### config.mk
export PLATFORM = sky130hd
export DESIGN_NAME = pipe_hazard_ctrl_flat
export DESIGN_NICKNAME = d
export VERILOG_FILES = /design/src/rtl/proc_pkg.sv /design/src/rtl/pipe_hazard_ctrl_if.sv /design/src/rtl/pipe_hazard_ctrl_inflight_tracker.sv /design/src/rtl/pipe_hazard_ctrl.sv /design/src/flat_wrapper.sv
export SDC_FILE = /design/constraint.sdc
export NUM_CORES = 1
export LEC_CHECK = 0
export CAP_MARGIN = 0
export CORE_MARGIN = 2
export CORE_UTILIZATION = 50
export DETAILED_ROUTE_END_ITERATION = 7
export MAX_ROUTING_LAYER = met4
export PLACE_DENSITY_LB_ADDON = 0.05
export SETUP_SLACK_MARGIN = 0.15
export SKIP_CTS_REPAIR_TIMING = 1
export SLEW_MARGIN = 20
export SYNTH_ARGS = -nofsm -noshare
export SYNTH_HDL_FRONTEND = slang
export SYNTH_HIERARCHICAL = 1
export SYNTH_SLANG_ARGS = --single-unit
### constraint.sdc
create_clock -name clk -period 4.28 [get_ports clk]
set_input_delay 1.284 -clock clk [delete_from_list [all_inputs] [get_ports clk]]
set_output_delay 1.284 -clock clk [all_outputs]
set_load 0.005 [all_outputs]
### src/rtl/proc_pkg.sv
// Shared types and constants for the core's hazard/sequencing control.
//   fwd_sel_t    : EX operand source select driven into ID/EX
//   ctrl_state_t : controller sequencing state
//   inflight_t   : one shadow-pipeline slot (destination info only)
package proc_pkg;

  localparam int NUM_REGS = 32;
  localparam int REG_AW   = 5;
  localparam int NUM_SRC  = 2;   // source operands per instruction (rn, rm)

  typedef enum logic [1:0] {
    FWD_RF    = 2'b00,
    FWD_EXMEM = 2'b01,
    FWD_MEMWB = 2'b10
  } fwd_sel_t;

  typedef enum logic [1:0] {
    INIT,
    RUN,
    DRAIN,
    HALT
  } ctrl_state_t;

  typedef struct packed {
    logic              valid;
    logic [REG_AW-1:0] rd;
    logic              reg_write;
    logic              is_load;
  } inflight_t;

  // Slot produces the value a consumer wants to read.
  function automatic logic slot_hit(input inflight_t s, input logic [REG_AW-1:0] src);
    return s.valid & s.reg_write & (s.rd == src);
  endfunction

endpackage

### src/rtl/pipe_hazard_ctrl_if.sv
// Decode-side hazard interface.
//   master : decode stage / bench, drives ID instruction info and branch result
//   slave  : pipe_hazard_ctrl, drives pipeline enables, forwarding selects,
//            register-file clear port and halted
interface pipe_hazard_ctrl_if #(
  parameter int AW = proc_pkg::REG_AW
);
  logic          id_valid;
  logic [AW-1:0] id_rn;
  logic [AW-1:0] id_rm;
  logic          id_rn_used;
  logic          id_rm_used;
  logic [AW-1:0] id_rd;
  logic          id_reg_write;
  logic          id_is_load;
  logic          id_halt;
  logic          ex_branch_taken;

  logic          pc_en;
  logic          ifid_en;
  logic          ifid_flush;
  logic          idex_bubble;
  logic [1:0]    fwd_a;
  logic [1:0]    fwd_b;
  logic          init_we;
  logic [AW-1:0] init_addr;
  logic          halted;

  modport master (
    output id_valid, id_rn, id_rm, id_rn_used, id_rm_used, id_rd,
           id_reg_write, id_is_load, id_halt, ex_branch_taken,
    input  pc_en, ifid_en, ifid_flush, idex_bubble, fwd_a, fwd_b,
           init_we, init_addr, halted
  );

  modport slave (
    input  id_valid, id_rn, id_rm, id_rn_used, id_rm_used, id_rd,
           id_reg_write, id_is_load, id_halt, ex_branch_taken,
    output pc_en, ifid_en, ifid_flush, idex_bubble, fwd_a, fwd_b,
           init_we, init_addr, halted
  );
endinterface

### src/rtl/pipe_hazard_ctrl_inflight_tracker.sv
// inflight_tracker: 3-slot shadow of EX/MEM/WB destinations plus per-operand
// producer matching.
//   clk, rst   : clock, async active-low reset (clears all slots)
//   capture    : ID instruction really enters ID/EX this cycle
//   id_info    : destination info of the ID instruction
//   src        : packed source register numbers, [0]=rn [1]=rm
//   src_used   : per-source "operand is actually read"
//   fwd        : per-source forwarding select
//   load_use   : some used source depends on a load sitting in EX
module inflight_tracker
  import proc_pkg::*;
#(
  parameter int NSRC = NUM_SRC
) (
  input  logic                        clk,
  input  logic                        rst,
  input  logic                        capture,
  input  inflight_t                   id_info,
  input  logic [NSRC-1:0][REG_AW-1:0] src,
  input  logic [NSRC-1:0]             src_used,
  output fwd_sel_t [NSRC-1:0]         fwd,
  output logic                        load_use
);

  localparam int EX = 0, MEM = 1, WB = 2;

  inflight_t [2:0] slot;
  logic [NSRC-1:0] lu;

  always_ff @(posedge clk or negedge rst) begin
    if (!rst) begin
      slot <= '0;
    end else begin
      slot[EX]  <= capture ? id_info : '0;
      slot[MEM] <= slot[EX];
      slot[WB]  <= slot[MEM];
    end
  end

  // WB needs no forward (write-through register file) and MEM forwards the
  // MEM/WB result whether it came from ALU or RAM, so these fields are only
  // tracked for visibility in the shadow pipeline.
  logic unused_slot_bits;
  assign unused_slot_bits = ^{slot[WB], slot[MEM].is_load};

  for (genvar i = 0; i < NSRC; i++) begin : g_src
    logic ex_hit, mem_hit;
    assign ex_hit  = src_used[i] & slot_hit(slot[EX],  src[i]);
    assign mem_hit = src_used[i] & slot_hit(slot[MEM], src[i]);
    // Youngest producer first; a load in EX cannot forward yet (stall instead).
    assign fwd[i]  = (ex_hit & ~slot[EX].is_load) ? FWD_EXMEM :
                     mem_hit                      ? FWD_MEMWB : FWD_RF;
    assign lu[i]   = ex_hit & slot[EX].is_load;
  end

  assign load_use = |lu;

endmodule

### src/rtl/pipe_hazard_ctrl.sv
// pipe_hazard_ctrl: hazard and sequencing controller for the 5-stage core.
// Runs the power-up register-file clear, then drives forwarding selects,
// load-use stalls, taken-branch flushes and halt draining.
//   clk  : core clock
//   rst  : asynchronous reset, active-low
//   bus  : pipe_hazard_ctrl_if.slave (ID info in; PC/IF/ID/ID/EX controls,
//          forwarding selects, clear port and halted out)
// All outputs are combinational from state, shadow slots and ID inputs.
module pipe_hazard_ctrl #(
  parameter int NUM_REGS     = 32,
  parameter int REG_AW       = 5,
  parameter int DRAIN_CYCLES = 3
) (
  input  logic                clk,
  input  logic                rst,
  pipe_hazard_ctrl_if.slave   bus
);
  import proc_pkg::*;

  // One counter serves both the clear sweep and the drain; DRAIN_CYCLES must
  // fit in REG_AW bits.
  localparam logic [REG_AW-1:0] INIT_LAST  = REG_AW'(NUM_REGS - 1);
  localparam logic [REG_AW-1:0] DRAIN_LAST = REG_AW'(DRAIN_CYCLES - 1);

  ctrl_state_t         state, state_nxt;
  logic [REG_AW-1:0]   cnt, cnt_nxt;

  fwd_sel_t [NUM_SRC-1:0] fwd;
  logic                   load_use;
  inflight_t              id_info;

  fwd_sel_t            fwd_a, fwd_b;
  logic                pc_en, ifid_en, ifid_flush, idex_bubble;
  logic                init_we, halted;
  logic [REG_AW-1:0]   init_addr;

  assign id_info = '{valid: 1'b1, rd: bus.id_rd,
                     reg_write: bus.id_reg_write, is_load: bus.id_is_load};

  inflight_tracker #(.NSRC(NUM_SRC)) u_trk (
    .clk      (clk),
    .rst      (rst),
    .capture  (bus.id_valid & ~idex_bubble),
    .id_info  (id_info),
    .src      ({bus.id_rm, bus.id_rn}),
    .src_used ({bus.id_rm_used, bus.id_rn_used}),
    .fwd      (fwd),
    .load_use (load_use)
  );

  always_ff @(posedge clk or negedge rst) begin
    if (!rst) begin
      state <= INIT;
      cnt   <= '0;
    end else begin
      state <= state_nxt;
      cnt   <= cnt_nxt;
    end
  end

  always_comb begin
    state_nxt   = state;
    cnt_nxt     = cnt;
    pc_en       = 1'b0;
    ifid_en     = 1'b0;
    ifid_flush  = 1'b0;
    idex_bubble = 1'b1;
    fwd_a       = FWD_RF;
    fwd_b       = FWD_RF;
    init_we     = 1'b0;
    init_addr   = '0;
    halted      = 1'b0;

    case (state)
      INIT: begin
        init_we   = 1'b1;
        init_addr = cnt;
        if (cnt == INIT_LAST) begin
          state_nxt = RUN;
          cnt_nxt   = '0;
        end else begin
          cnt_nxt = cnt + 1'b1;
        end
      end

      RUN: begin
        pc_en       = 1'b1;
        ifid_en     = 1'b1;
        idex_bubble = 1'b0;
        fwd_a       = fwd[0];
        fwd_b       = fwd[1];
        if (bus.ex_branch_taken) begin
          // Squash the two younger instructions; this also swallows any
          // load-use stall or halt sitting in ID.
          ifid_flush  = 1'b1;
          idex_bubble = 1'b1;
        end else if (load_use) begin
          pc_en       = 1'b0;
          ifid_en     = 1'b0;
          idex_bubble = 1'b1;
        end else if (bus.id_valid && bus.id_halt) begin
          // HALT itself becomes a bubble; fetch stops from the next cycle.
          idex_bubble = 1'b1;
          state_nxt   = DRAIN;
          cnt_nxt     = '0;
        end
      end

      DRAIN: begin
        if (cnt == DRAIN_LAST) begin
          state_nxt = HALT;
          cnt_nxt   = '0;
        end else begin
          cnt_nxt = cnt + 1'b1;
        end
      end

      HALT: halted = 1'b1;

      default: state_nxt = INIT;
    endcase
  end

  assign bus.pc_en       = pc_en;
  assign bus.ifid_en     = ifid_en;
  assign bus.ifid_flush  = ifid_flush;
  assign bus.idex_bubble = idex_bubble;
  assign bus.fwd_a       = fwd_a;
  assign bus.fwd_b       = fwd_b;
  assign bus.init_we     = init_we;
  assign bus.init_addr   = init_addr;
  assign bus.halted      = halted;

endmodule

### src/flat_wrapper.sv
// flat-port wrapper written by rule: the top's interface ports become plain ports
module pipe_hazard_ctrl_flat import proc_pkg::*;
#(
  parameter int NUM_REGS     = 32,
  parameter int REG_AW       = 5,
  parameter int DRAIN_CYCLES = 3
)
  (clk, rst, bus_id_valid, bus_id_rn, bus_id_rm, bus_id_rn_used, bus_id_rm_used, bus_id_rd, bus_id_reg_write, bus_id_is_load, bus_id_halt, bus_ex_branch_taken, bus_pc_en, bus_ifid_en, bus_ifid_flush, bus_idex_bubble, bus_fwd_a, bus_fwd_b, bus_init_we, bus_init_addr, bus_halted);
  pipe_hazard_ctrl_if #(.AW(REG_AW)) bus_i ();
  input  logic clk;
  input  logic rst;
  input wire logic [$bits(bus_i.id_valid)-1:0] bus_id_valid;
  input wire logic [$bits(bus_i.id_rn)-1:0] bus_id_rn;
  input wire logic [$bits(bus_i.id_rm)-1:0] bus_id_rm;
  input wire logic [$bits(bus_i.id_rn_used)-1:0] bus_id_rn_used;
  input wire logic [$bits(bus_i.id_rm_used)-1:0] bus_id_rm_used;
  input wire logic [$bits(bus_i.id_rd)-1:0] bus_id_rd;
  input wire logic [$bits(bus_i.id_reg_write)-1:0] bus_id_reg_write;
  input wire logic [$bits(bus_i.id_is_load)-1:0] bus_id_is_load;
  input wire logic [$bits(bus_i.id_halt)-1:0] bus_id_halt;
  input wire logic [$bits(bus_i.ex_branch_taken)-1:0] bus_ex_branch_taken;
  output wire logic [$bits(bus_i.pc_en)-1:0] bus_pc_en;
  output wire logic [$bits(bus_i.ifid_en)-1:0] bus_ifid_en;
  output wire logic [$bits(bus_i.ifid_flush)-1:0] bus_ifid_flush;
  output wire logic [$bits(bus_i.idex_bubble)-1:0] bus_idex_bubble;
  output wire logic [$bits(bus_i.fwd_a)-1:0] bus_fwd_a;
  output wire logic [$bits(bus_i.fwd_b)-1:0] bus_fwd_b;
  output wire logic [$bits(bus_i.init_we)-1:0] bus_init_we;
  output wire logic [$bits(bus_i.init_addr)-1:0] bus_init_addr;
  output wire logic [$bits(bus_i.halted)-1:0] bus_halted;
  assign bus_i.id_valid = bus_id_valid;
  assign bus_i.id_rn = bus_id_rn;
  assign bus_i.id_rm = bus_id_rm;
  assign bus_i.id_rn_used = bus_id_rn_used;
  assign bus_i.id_rm_used = bus_id_rm_used;
  assign bus_i.id_rd = bus_id_rd;
  assign bus_i.id_reg_write = bus_id_reg_write;
  assign bus_i.id_is_load = bus_id_is_load;
  assign bus_i.id_halt = bus_id_halt;
  assign bus_i.ex_branch_taken = bus_ex_branch_taken;
  assign bus_pc_en = bus_i.pc_en;
  assign bus_ifid_en = bus_i.ifid_en;
  assign bus_ifid_flush = bus_i.ifid_flush;
  assign bus_idex_bubble = bus_i.idex_bubble;
  assign bus_fwd_a = bus_i.fwd_a;
  assign bus_fwd_b = bus_i.fwd_b;
  assign bus_init_we = bus_i.init_we;
  assign bus_init_addr = bus_i.init_addr;
  assign bus_halted = bus_i.halted;
  pipe_hazard_ctrl #(.NUM_REGS(NUM_REGS), .REG_AW(REG_AW), .DRAIN_CYCLES(DRAIN_CYCLES)) u_core (.clk(clk), .rst(rst), .bus(bus_i));
endmodule
==> run summary <==
area delta synth->final - 49.3%
fin crit period - 4220 ps
Critical Path Source Type - primary input
Design Area, Final - 1970 µm²
Yosys reg bits - 22
VDD IR-drop max - 0.000406 V
Total GRT Usage - 0.213
Setup Crit Path Kind - primary input to primary output
hold crit path type - flop to flop
post-synthesis sequential area ratio - 0.418
pwr/cell area - 373 nW/µm²
hold depth - 0
overflow left after global routing - 0
CTS tree - done
max frequency - 237 MHz
core area - 2480 µm²
CTS Root Cell - clkbuf_4
Max-cap violations - 0
chip width - 55.3 µm
Leakage - 1.02 nW
dpl ws - -191 ps
syn_nets - 153
Max Slew Vio Count - 0
Critical R2R Launch - u_core/u_trk/slot[3]
Die Y-Extent - 55.3 µm
Pre-Repair DR Iteration Count - 4
Post-synth ARST share - 1.00
fill cell count - 162
Mean Syn Cell Area - 10.9 µm²
routed vias - 1069
Hold Path End - u_core/u_trk/slot[9]
clock sink count - 22
crit path DAT - 2940 ps
I/O Buffers - 38
Hold Crit Start - u_core/u_trk/slot[1]
IO Count - 39
final worst setup slack - 57.4 ps
met1 usage - 0.272
Post-DP Area - 1830 µm²
share of post-route cells with drive strength above 1 - 0.219
clk_lat worst skew - 300 ps
Clock Path Buffers - 2
# DRC - 0
Placed Cells - 202
yosys warns - 6
Hold Violations, Final - 0
Crit. End Element - primary output
total CTS buffers - 3
row count - 18
worst endpoint required time - 3000 ps
initial antenna violation count - 0
vias in the first global route - 1105
Die ar. - 3060 µm²
Synth Instances - 121
Crit Path Max Fanout - 3
initial DRC count - 30
GPL Wtd Cong - 0.865
post-route insts no fill - 208
R2R depth - 9
Synth Flop Type - dfrtp_1
# diodes - 0
Worst R2R End - u_core/cnt[3]
Detailed Place HPWL - 2.28 mm
Post-synth EDFFs - 0
met3 Usage GRT - 0.0258
final wirelength - 2.99 mm
final-stage net count - 212
Distinct cells, synth - 36
RSZ-0062 raised after global routing - true
H-tree Lvls - 1
Reg2Reg Setup Slack - 1960 ps
Clock Skew - 6.64 ps
Cell Area, Synth - 1320 µm²
first-pass GRT wire length - 5.05 mm
Setup violations, final - 0
vias per cell - 5.14
Clk pin slew, worst setup/hold paths - 120 ps
GR peak layer - met2
status - finished, final reports clean
Avg WL per Cell - 14.4 µm
DRT antenna net count - 0
met2 usage - 0.349
largest net degree at the start of global routing - 23
starting density of the core - 0.531
final worst path period share - 0.987
==> cell usage after synthesis (2+ instances only) <==
library cell | n | share of area
o2bb2ai_1 | 2 | 0.013
dfrtp_1 | 22 | 0.42
nand2_1 | 3 | 0.0086
o21ai_0 | 2 | 0.0076
and2_1 | 18 | 0.086
nand2b_1 | 5 | 0.024
nand4_1 | 5 | 0.024
nor2b_1 | 2 | 0.0095
xnor2_1 | 16 | 0.11
inv_1 | 6 | 0.017
mux2i_1 | 2 | 0.015
and3_1 | 3 | 0.014
nor3_1 | 4 | 0.015
a21boi_0 | 2 | 0.011
ha_1 | 8 | 0.076
==> power by group <==
part	switching [W]	total [W]	internal, W
Clock	0.0000577	0.0000905	0.0000328
Sequential	0.0000357	0.000277	0.000242
Combinational	0.000168	0.000365	0.000197
Total	0.000262	0.000733	0.000471
==> critical path, stage by stage <==
cell             delay, ps
dlymetal6s2s_1         140
nor2b_1                140
a2111o_1               390
nor3_2                 180
o21a_1                 180
a211oi_1                60
nand2_1                 70
clkdlybuf4s50_1        490
==> area by class of cell <==
type                            count  area (µm²)  area share
Multi-Input combinational cell     92         786       0.400
Inverter                            6        22.5      0.0115
Timing Repair Buffer               55         547       0.278
Tap cell                           30        37.5      0.0191
Clock buffer                        3        22.5      0.0115
Sequential cell                    22         551       0.280
==> flip-flops by register name, summed over array words and instances, names as in the netlist <==
name               flops
u_core/state           2
u_core/u_trk/slot     15
u_core/cnt             5
==> placed cells by master (no fill, tap or decap), drive strengths merged, types with 2 or more instances in the layout <==
master,instances
dfrtp,22
clkdlybuf4s50,21
and2,18
buf,18
dlymetal6s2s,16
xnor2,16
ha,8
inv,6
nand2b,5
nand4,5
nand2,4
nor3,4
clkbuf,3
and3,3
nand3,2
mux2i,2
o21ai,2
o2bb2ai,2
nor2b,2
a21boi,2
mux2,2
nor4,2
==> metrics by stage <==
stage / total power (W) / TNS [ps] / utilization / hold WS [ps]
3_3_place_gp: 0.000627 / -696 / 0.739 / 391
5_1_grt: 0.000792 / -31.7 / 0.793 / 467
6_report: 0.000733 / 0 / 0.793 / 436
3_5_place_dp: 0.000647 / -1240 / 0.739 / 403
2_1_floorplan: 0.000503 / 0 / - / 373
4_1_cts: 0.000739 / -1290 / 0.748 / 430
==> kinds of logic (layout without fill, tap and decap cells) <==
group                    Yosys count  count (layout)  synth area share
AND/OR/NAND/NOR                   49              49             0.251
flip-flops                        22              22             0.418
XOR/XNOR                          17              17             0.113
AO/OA/AOI/OAI                     13              13            0.0808
adder cells (fa/ha/maj)            8               8            0.0760
buffers and inverters              7              64            0.0228
multiplexers                       4               4            0.0352
other                              1               1           0.00285
==> worst max-delay path by stage <==
stage | start | end | slack, ps | cells past startpoint
after global routing | bus_id_rm[2] | bus_idex_bubble | -30 | 8
after CTS | bus_id_rm[2] | bus_ifid_en | -200 | 7
after detailed placement | bus_id_rm[3] | bus_fwd_b[1] | -190 | 8
after global placement | bus_id_rm[3] | bus_idex_bubble | -140 | 8
final | bus_id_rm[2] | bus_idex_bubble | 60 | 8
after floorplan | bus_id_rm[3] | bus_pc_en | 660 | 6
==> metal layers <==
metal / wire (µm) / part of all wire
met5: 0 / 0
met4: 33 / 0.011
met3: 168 / 0.056
met2: 1500 / 0.50
met1: 1290 / 0.43
Power figures use the tool's default switching activity.
